--- src/rtl/timer_pkg.sv ---
// Shared types and default widths for the interval timer.
package timer_pkg;

  localparam int TIMER_WIDTH       = 16;
  localparam int TIMER_PRESC_WIDTH = 8;

  typedef enum logic [1:0] {
    IDLE  = 2'd0,
    RUN   = 2'd1,
    PAUSE = 2'd2
  } timer_state_e;

endpackage

--- src/rtl/timer_prescaler.sv ---
// Free-running divider: strobe on the enabled cycle where the phase counter equals div, then wrap.
// Phase is frozen while enable is low; clear forces phase back to 0.
module timer_prescaler
  import timer_pkg::*;
#(
  parameter int W = TIMER_PRESC_WIDTH
) (
  input  logic         clk,
  input  logic         clrn,
  input  logic         clear,
  input  logic         enable,
  input  logic [W-1:0] div,
  output logic         strobe
);

  logic [W-1:0] phase_q;

  assign strobe = enable && (phase_q == div);

  always_ff @(posedge clk or negedge clrn) begin
    if (!clrn) begin
      phase_q <= '0;
    end else if (clear) begin
      phase_q <= '0;
    end else if (enable) begin
      phase_q <= strobe ? '0 : phase_q + 1'b1;
    end
  end

endmodule

--- src/rtl/interval_timer.sv ---
// Programmable interval timer with one-shot/auto-reload and pause; all outputs registered.
// Prescaler is built only when INTERVAL_TIMER_PRESCALER_EN is defined, otherwise every RUN cycle strobes.
module interval_timer
  import timer_pkg::*;
#(
  parameter int WIDTH       = TIMER_WIDTH,
  parameter int PRESC_WIDTH = TIMER_PRESC_WIDTH
) (
  input  logic                   clk,
  input  logic                   clrn,
  input  logic                   start,
  input  logic                   stop,
  input  logic                   pause,
  input  logic                   auto_reload,
  input  logic [WIDTH-1:0]       period,
  input  logic [PRESC_WIDTH-1:0] presc_div,
  input  logic                   done_clr,
  output logic                   tick,
  output logic                   busy,
  output logic                   done,
  output logic [WIDTH-1:0]       count
);

  localparam logic [WIDTH-1:0] ONE = WIDTH'(1);

  timer_state_e     state_q, state_nx;
  logic [WIDTH-1:0] count_q, count_nx;
  logic [WIDTH-1:0] period_q;
  logic             reload_q;
  logic             tick_q, tick_nx;
  logic             busy_q;
  logic             done_q, done_set;

  logic active, load, advance, strobe;

  assign active = (state_q != IDLE);
  // A zero-period start is treated as absent; stop outranks start.
  assign load    = start && (period != '0) && !stop;
  assign advance = active && !pause && !stop && !load;

`ifdef INTERVAL_TIMER_PRESCALER_EN
  logic [PRESC_WIDTH-1:0] div_q;

  always_ff @(posedge clk or negedge clrn) begin
    if (!clrn) begin
      div_q <= '0;
    end else if (load) begin
      div_q <= presc_div;
    end
  end

  timer_prescaler #(
    .W (PRESC_WIDTH)
  ) u_prescaler (
    .clk    (clk),
    .clrn   (clrn),
    .clear  (load),
    .enable (advance),
    .div    (div_q),
    .strobe (strobe)
  );
`else
  logic unused_presc_div;

  assign unused_presc_div = ^presc_div;
  assign strobe           = advance;
`endif

  always_comb begin
    state_nx = state_q;
    count_nx = count_q;
    tick_nx  = 1'b0;
    done_set = 1'b0;
    if (stop) begin
      if (active) state_nx = IDLE;
    end else if (load) begin
      state_nx = RUN;
      count_nx = period;
    end else if (active && pause) begin
      state_nx = PAUSE;
    end else if (active) begin
      // Releasing pause counts in the same cycle, so the delay equals the pause length.
      state_nx = RUN;
      if (strobe) begin
        if (count_q == ONE) begin
          tick_nx  = 1'b1;
          done_set = 1'b1;
          if (reload_q) begin
            count_nx = period_q;
          end else begin
            count_nx = '0;
            state_nx = IDLE;
          end
        end else begin
          count_nx = count_q - ONE;
        end
      end
    end
  end

  always_ff @(posedge clk or negedge clrn) begin
    if (!clrn) begin
      state_q  <= IDLE;
      count_q  <= '0;
      period_q <= '0;
      reload_q <= 1'b0;
      tick_q   <= 1'b0;
      busy_q   <= 1'b0;
      done_q   <= 1'b0;
    end else begin
      state_q <= state_nx;
      count_q <= count_nx;
      tick_q  <= tick_nx;
      busy_q  <= (state_nx != IDLE);
      done_q  <= done_set | (done_q & ~done_clr);
      if (load) begin
        period_q <= period;
        reload_q <= auto_reload;
      end
    end
  end

  assign tick  = tick_q;
  assign busy  = busy_q;
  assign done  = done_q;
  assign count = count_q;

endmodule

--- config.mk ---
export PLATFORM = sky130hd
export DESIGN_NAME = interval_timer
export DESIGN_NICKNAME = d
export VERILOG_FILES = /design/src/rtl/timer_pkg.sv /design/src/rtl/timer_prescaler.sv /design/src/rtl/interval_timer.sv
export SDC_FILE = /design/constraint.sdc
export NUM_CORES = 1
export LEC_CHECK = 0
export ABC_AREA = 1
export CAP_MARGIN = 10
export CELL_PAD_IN_SITES_DETAIL_PLACEMENT = 1
export CELL_PAD_IN_SITES_GLOBAL_PLACEMENT = 1
export CORE_MARGIN = 8
export CORE_UTILIZATION = 33
export DETAILED_ROUTE_END_ITERATION = 16
export PLACE_DENSITY_LB_ADDON = 0.1
export SETUP_SLACK_MARGIN = 0.02
export SYNTH_ARGS = -nofsm -noshare
export SYNTH_HDL_FRONTEND = slang
export SYNTH_HIERARCHICAL = 1
export SYNTH_SLANG_ARGS = --single-unit
--- constraint.sdc ---
create_clock -name clk -period 1.3 [get_ports clk]
set_input_delay 0.325 -clock clk [delete_from_list [all_inputs] [get_ports clk]]
set_output_delay 0.325 -clock clk [all_outputs]
set_load 0.01 [all_outputs]
Word level (Yosys, flattened, before mapping)
Cells that the tools add are included.

Add/subtract/negate cells: 1. Divide/modulo/power cells: 0. Shifts and indexed selects: 0. Equality and inequality tests: 2. Muxes and demuxes: 20. $mul: 0. Reduce and logical (&&, ||, !) cells: 15. Bitwise logic cells: 4. Order comparisons: 0.

Operators with widths (count): 2-to-1 mux 16 bit (6); equality test 16 x 1 -> 1 bit, second input constant (1); nonzero test 16 bit (1); subtractor 16 x 1 -> 16 bit, second input constant (1); 2-to-1 mux 2 bit (5); 2-to-1 mux 1 bit (9); nonzero test 2 bit (4); logical AND 1 bit (6); AND reduction 4 bit (1); logical NOT 1 bit (3); inequality test 2 bit, second input constant (1); NOT 1 bit (2); bitwise AND 1 bit (1); bitwise OR 1 bit (1).

Bits in latches: 0. Logic and storage cells: 49. Flip-flop bits (word level): 38. Output and inout bits: 19. ROM bits: 0. RAM bits: 0. Memories kept: 0. Bits of input ports: 31.

Longest topological paths before layout
Depth after elaboration: 11. Gate-level depth with buffers: 11. Gate-level depth less buffers: 11.

Worst setup path before layout
OpenSTA, ideal clock, no wires.

Kind: register -> register. Start point: register count_q[0] (netlist: count[0]). End point: register count_q[14] (netlist: count[14]). Path slack: -0.191 ns. Period minus slack after synthesis: 1.491 ns. Stages on the path, launching flop included: 12. Arrival: 1.375 ns. Cell sequence: dfrtp_1 > inv_1 > ha_1 > nand2_1 > nor2_4 > nand2_1 > nand2_1 > nand2_1 > nand2_1 > nand2_1 > nand2_1 > nand2_1.

Cells in the longest elaborated chain, start to end: 6. Elaborated cells on any way between the ends: 7. Classes of those cells: add/sub (1); eq/ne (1); mux (5).

Ends and longest elaborated chain: start: declaration (RTL line interval_timer.sv:27) `logic [WIDTH-1:0] count_q, count_nx;`; start signal: assignment (RTL line interval_timer.sv:112) `count_q <= count_nx;`; subtractor 16 x 1 -> 16 bit / equality test 16 x 1 -> 1 bit (equally long branches) (RTL line interval_timer.sv:95, interval_timer.sv:85); 2-to-1 mux 16 bit * (RTL line interval_timer.sv:85) `if (count_q == ONE) begin`; 2-to-1 mux 16 bit * (RTL line interval_timer.sv:84) `if (strobe) begin`; 2-to-1 mux 16 bit * (RTL line interval_timer.sv:81) `end else if (active) begin`; 2-to-1 mux 16 bit * (RTL line interval_timer.sv:79) `end else if (active && pause) begin`; 2-to-1 mux 16 bit * (RTL line interval_timer.sv:76) `end else if (load) begin`.

Mark *: on every way between the ends. The rest lies on a longest branch, timed or not. The select of a mux whose other input is x is not followed. A chain may end at the register's enable or synchronous reset.

Worst setup path in the final report
Start point: register count_q[2] (netlist: count[2]). End point: register count_q[2] (netlist: count[2]).

Same word-level chain as after synthesis.

==> impl_metrics.csv <==
group,metric,value,unit
setup_path,crit_start,"count[2]",
timing,min_period_over_period,123,%
setup_path,worst-path-max-fanout,8,
pwr,power_density,1310,nW/um2
min_path,worstHoldStart,"period[3]",
flow_run,drv_cap,0,
cells_and_area,final_cells,598,
cells_and_area,syn_to_final_growth,65.1,%
clock_network,cts_inserted_buffers,5,
status,run_status,"finished, violations left",
global_routing,track_usage,18.6,%
global_routing,grt_max_degree,29,
timing,rsz0062_at_grt,"yes",
clock_network,clk_pin_slew,0.08,ns
detailed_routing,wl_per_cell,15.9,um
cells_and_area,antenna_cells,0,
setup_path,reg2reg_from,"count[2]",
detailed_routing,routed_wl,9.51,mm
timing,period_minus_slack,1.60,ns
min_path,worstHoldPathCells,3,
placed_design,gp_congestion,0.802,
yosys,yosys.area.top_type,"dfrtp_1",
die,die-height,103,um
yosys,synth.yosys.seq_area_share,38.2,%
pwr,p_leak,2.20,nW
placed_design,portBuffers,41,
timing,fin_setup_tns,-4.94,ns
detailed_routing,drt_pass1_iterations,4,
setup_path,rr_worst_depth,12,
setup_path,critPathRequiredTime,1.49,ns
timing,worst_slack,-0.296,ns
timing,hold_viol,0,
detailed_routing,drc,0,
cells_and_area,stdcell_area,4110,um2
detailed_routing,ant_nets,0,
setup_path,cpPeakStageDelay,0.39,ns
yosys,synth_top_cells_by_area,"dfrtp_1 38%, nand2_1 26%, nand3_1 6.2%",
placed_design,dpl-instance-area,3580,um2
cells_and_area,nFillCells,944,
yosys,syn_nets,401,
detailed_routing,dr_total_vias,2884,
status,violations,"negative setup slack",
pwr,ir_drop,451,uV
setup_path,crit_top_cell,"nand2_1",
setup_path,crit_chain,"buf_6 -> nor2_4 -> buf_6 -> nand2_4 -> nor2_8 -> nand2_4 -> nand2_1 -> nand2_1 -> nand2_1 -> nand2_1 -> nand2_1 -> nand2_1",
global_routing,grt_pass1_wl,15.5,mm
setup_path,r2r-end,"count[2]",
clock_network,htree_levels,2,
timing,clock_skew,0.00966,ns
placed_design,post-place-ws,-0.608,ns
timing,hold_slack,0.347,ns
pwr,p_total,5.40,mW
timing,tightest_slew,0.324,ns
yosys,synth_top_area_share,38.2,%
yosys,syn_area_per_cell,6.77,um2
yosys,synth_area,2490,um2
cells_and_area,fin_util,56.4,%
global_routing,grt_pass1_vias,3065,
cells_and_area,drive_gt1_share,43.5,%
clock_network,clock_path_buffers,2,
die,rows,31,
die,io_pins,50,
setup_path,crit_type,"flip-flop to flip-flop",
clock_network,root_buffer,"clkbuf_8",
detailed_routing,drt-initial-drc-count,146,
timing,relSlewSlack,78.4,%
timing,max_freq,0.627,GHz
global_routing,grt_overflow,0,
detailed_routing,drt-vias-per-instance,4.82,
yosys,postSynthCellCount,368,
timing,setup_violations,25,
die,start_util,34.2,%
global_routing,antenna_found_initial,0,
clock_network,insertion_delay,0.29,ns
placed_design,dp_hpwl,7.11,mm
min_path,min_path_type,"input port to flip-flop",
min_path,min_to,"period_q[3]",
setup_path,rrSetupSlack,-0.30,ns
die,core_area,7290,um2
setup_path,cp-start-kind,"flip-flop",
die,die_w,103,um
placed_design,dp.cells,568,
yosys,ys_ff_latch,38,
cells_and_area,fin_nets,531,
timing,drv_slew,0,
setup_path,endpoint_kind,"flip-flop",
clock_network,cts_tree,"yes",
setup_path,cp_slowest_cell,"dfrtp_1",
die,die_area,10600,um2
yosys,ys_warn_count,6,
yosys,synth.distinct_cells,23,
clock_network,cts_sinks,38,
setup_path,worst_ep_arrival_time,1.78,ns
## layout make-up
cell class / count / area, um2 / area share, %
multi-input combinational: 290 / 1640 / 39.9
timing repair buffer: 132 / 1170 / 28.5
sequential: 38 / 963 / 23.4
tap: 99 / 124 / 3.01
inverter: 31 / 121 / 2.95
clock buffer: 7 / 86.3 / 2.10
clock inverter: 1 / 5.00 / 0.122
## kinds of logic after synthesis
| logic type | Yosys count | share of synthesized area, % |
|---|---|---|
| AO/OA/AOI/OAI | 8 | 1.96 |
| XOR/XNOR | 1 | 0.352 |
| adder cells (fa/ha/maj) | 2 | 1.00 |
| buffers and inverters | 40 | 6.53 |
| flip-flops | 38 | 38.2 |
| AND/OR/NAND/NOR | 279 | 52.0 |
## registers in the layout, indices dropped and copies added, names as in the netlist
register and cells:
count 16, period_q 16, state_q 2, busy 1, done 1, reload_q 1
tick 1
## per-layer routing
metal | GRT usage [%] | up-vias | wire [um]
met2 | 29.8 | 59 | 4660
met1 | 25.4 | 1400 | 4410
met4 | 5.23 | 0 | 90
li1 | - | 1419 | -
met5 | 0 | - | 0
met3 | 2.43 | 6 | 354
## power by group
group          total [mW]  switching, mW  internal (mW)
combinational        2.96           1.52           1.44
sequential           1.59          0.210           1.38
clock               0.848          0.420          0.428
total                5.40           2.15           3.25
## cell usage after synthesis, drive strengths merged
cell type / instances
o211ai: 1
ha: 2
nor3: 2
nand3b: 7
inv: 31
nor2: 42
nand2: 180
o21bai: 2
dfrtp: 38
buf: 6
o22ai: 1
xor2: 1
nand4: 16
nand3: 32
clkbuf: 3
o21ai: 4
## how the worst max path moves through the flow
stage,endpoint,slack [ns],depth (start not counted)
after floorplan,count[14],-0.07,11
after global placement,count[4],-0.59,10
after detailed placement,count[4],-0.61,10
after CTS,count[14],-0.29,12
after global routing,count[10],-0.40,10
final,count[2],-0.30,12
## cells in the final DEF (no fill, tap or decap), types with 10 or more instances in the layout
master / instances
dfrtp_2: 10
clkbuf_2: 11
nand3_1: 22
buf_4: 59
nand2_2: 27
buf_6: 42
nor2_2: 15
inv_1: 26
nor2_4: 11
dfrtp_1: 28
nand2_1: 147
nand4_1: 16
nor2_1: 13
## timing repair
item                                   in CTS  in global routing
endpoints found under the hold margin      10                  0
cloned                                      0                  1
setup buffers                              18                  4
pin swaps                                  20                 48
setup endpoints to repair                  57                 53
gates resized for setup                   152                 73
hold buffers                                1                  0
## critical path, delay by kind of cell (launching register included)
kind	cells	cell delay (ns)
flip-flops	1	0.39
buffers and inverters	2	0.27
AND/OR/NAND/NOR	10	0.81
Power figures use the tool's default switching activity.
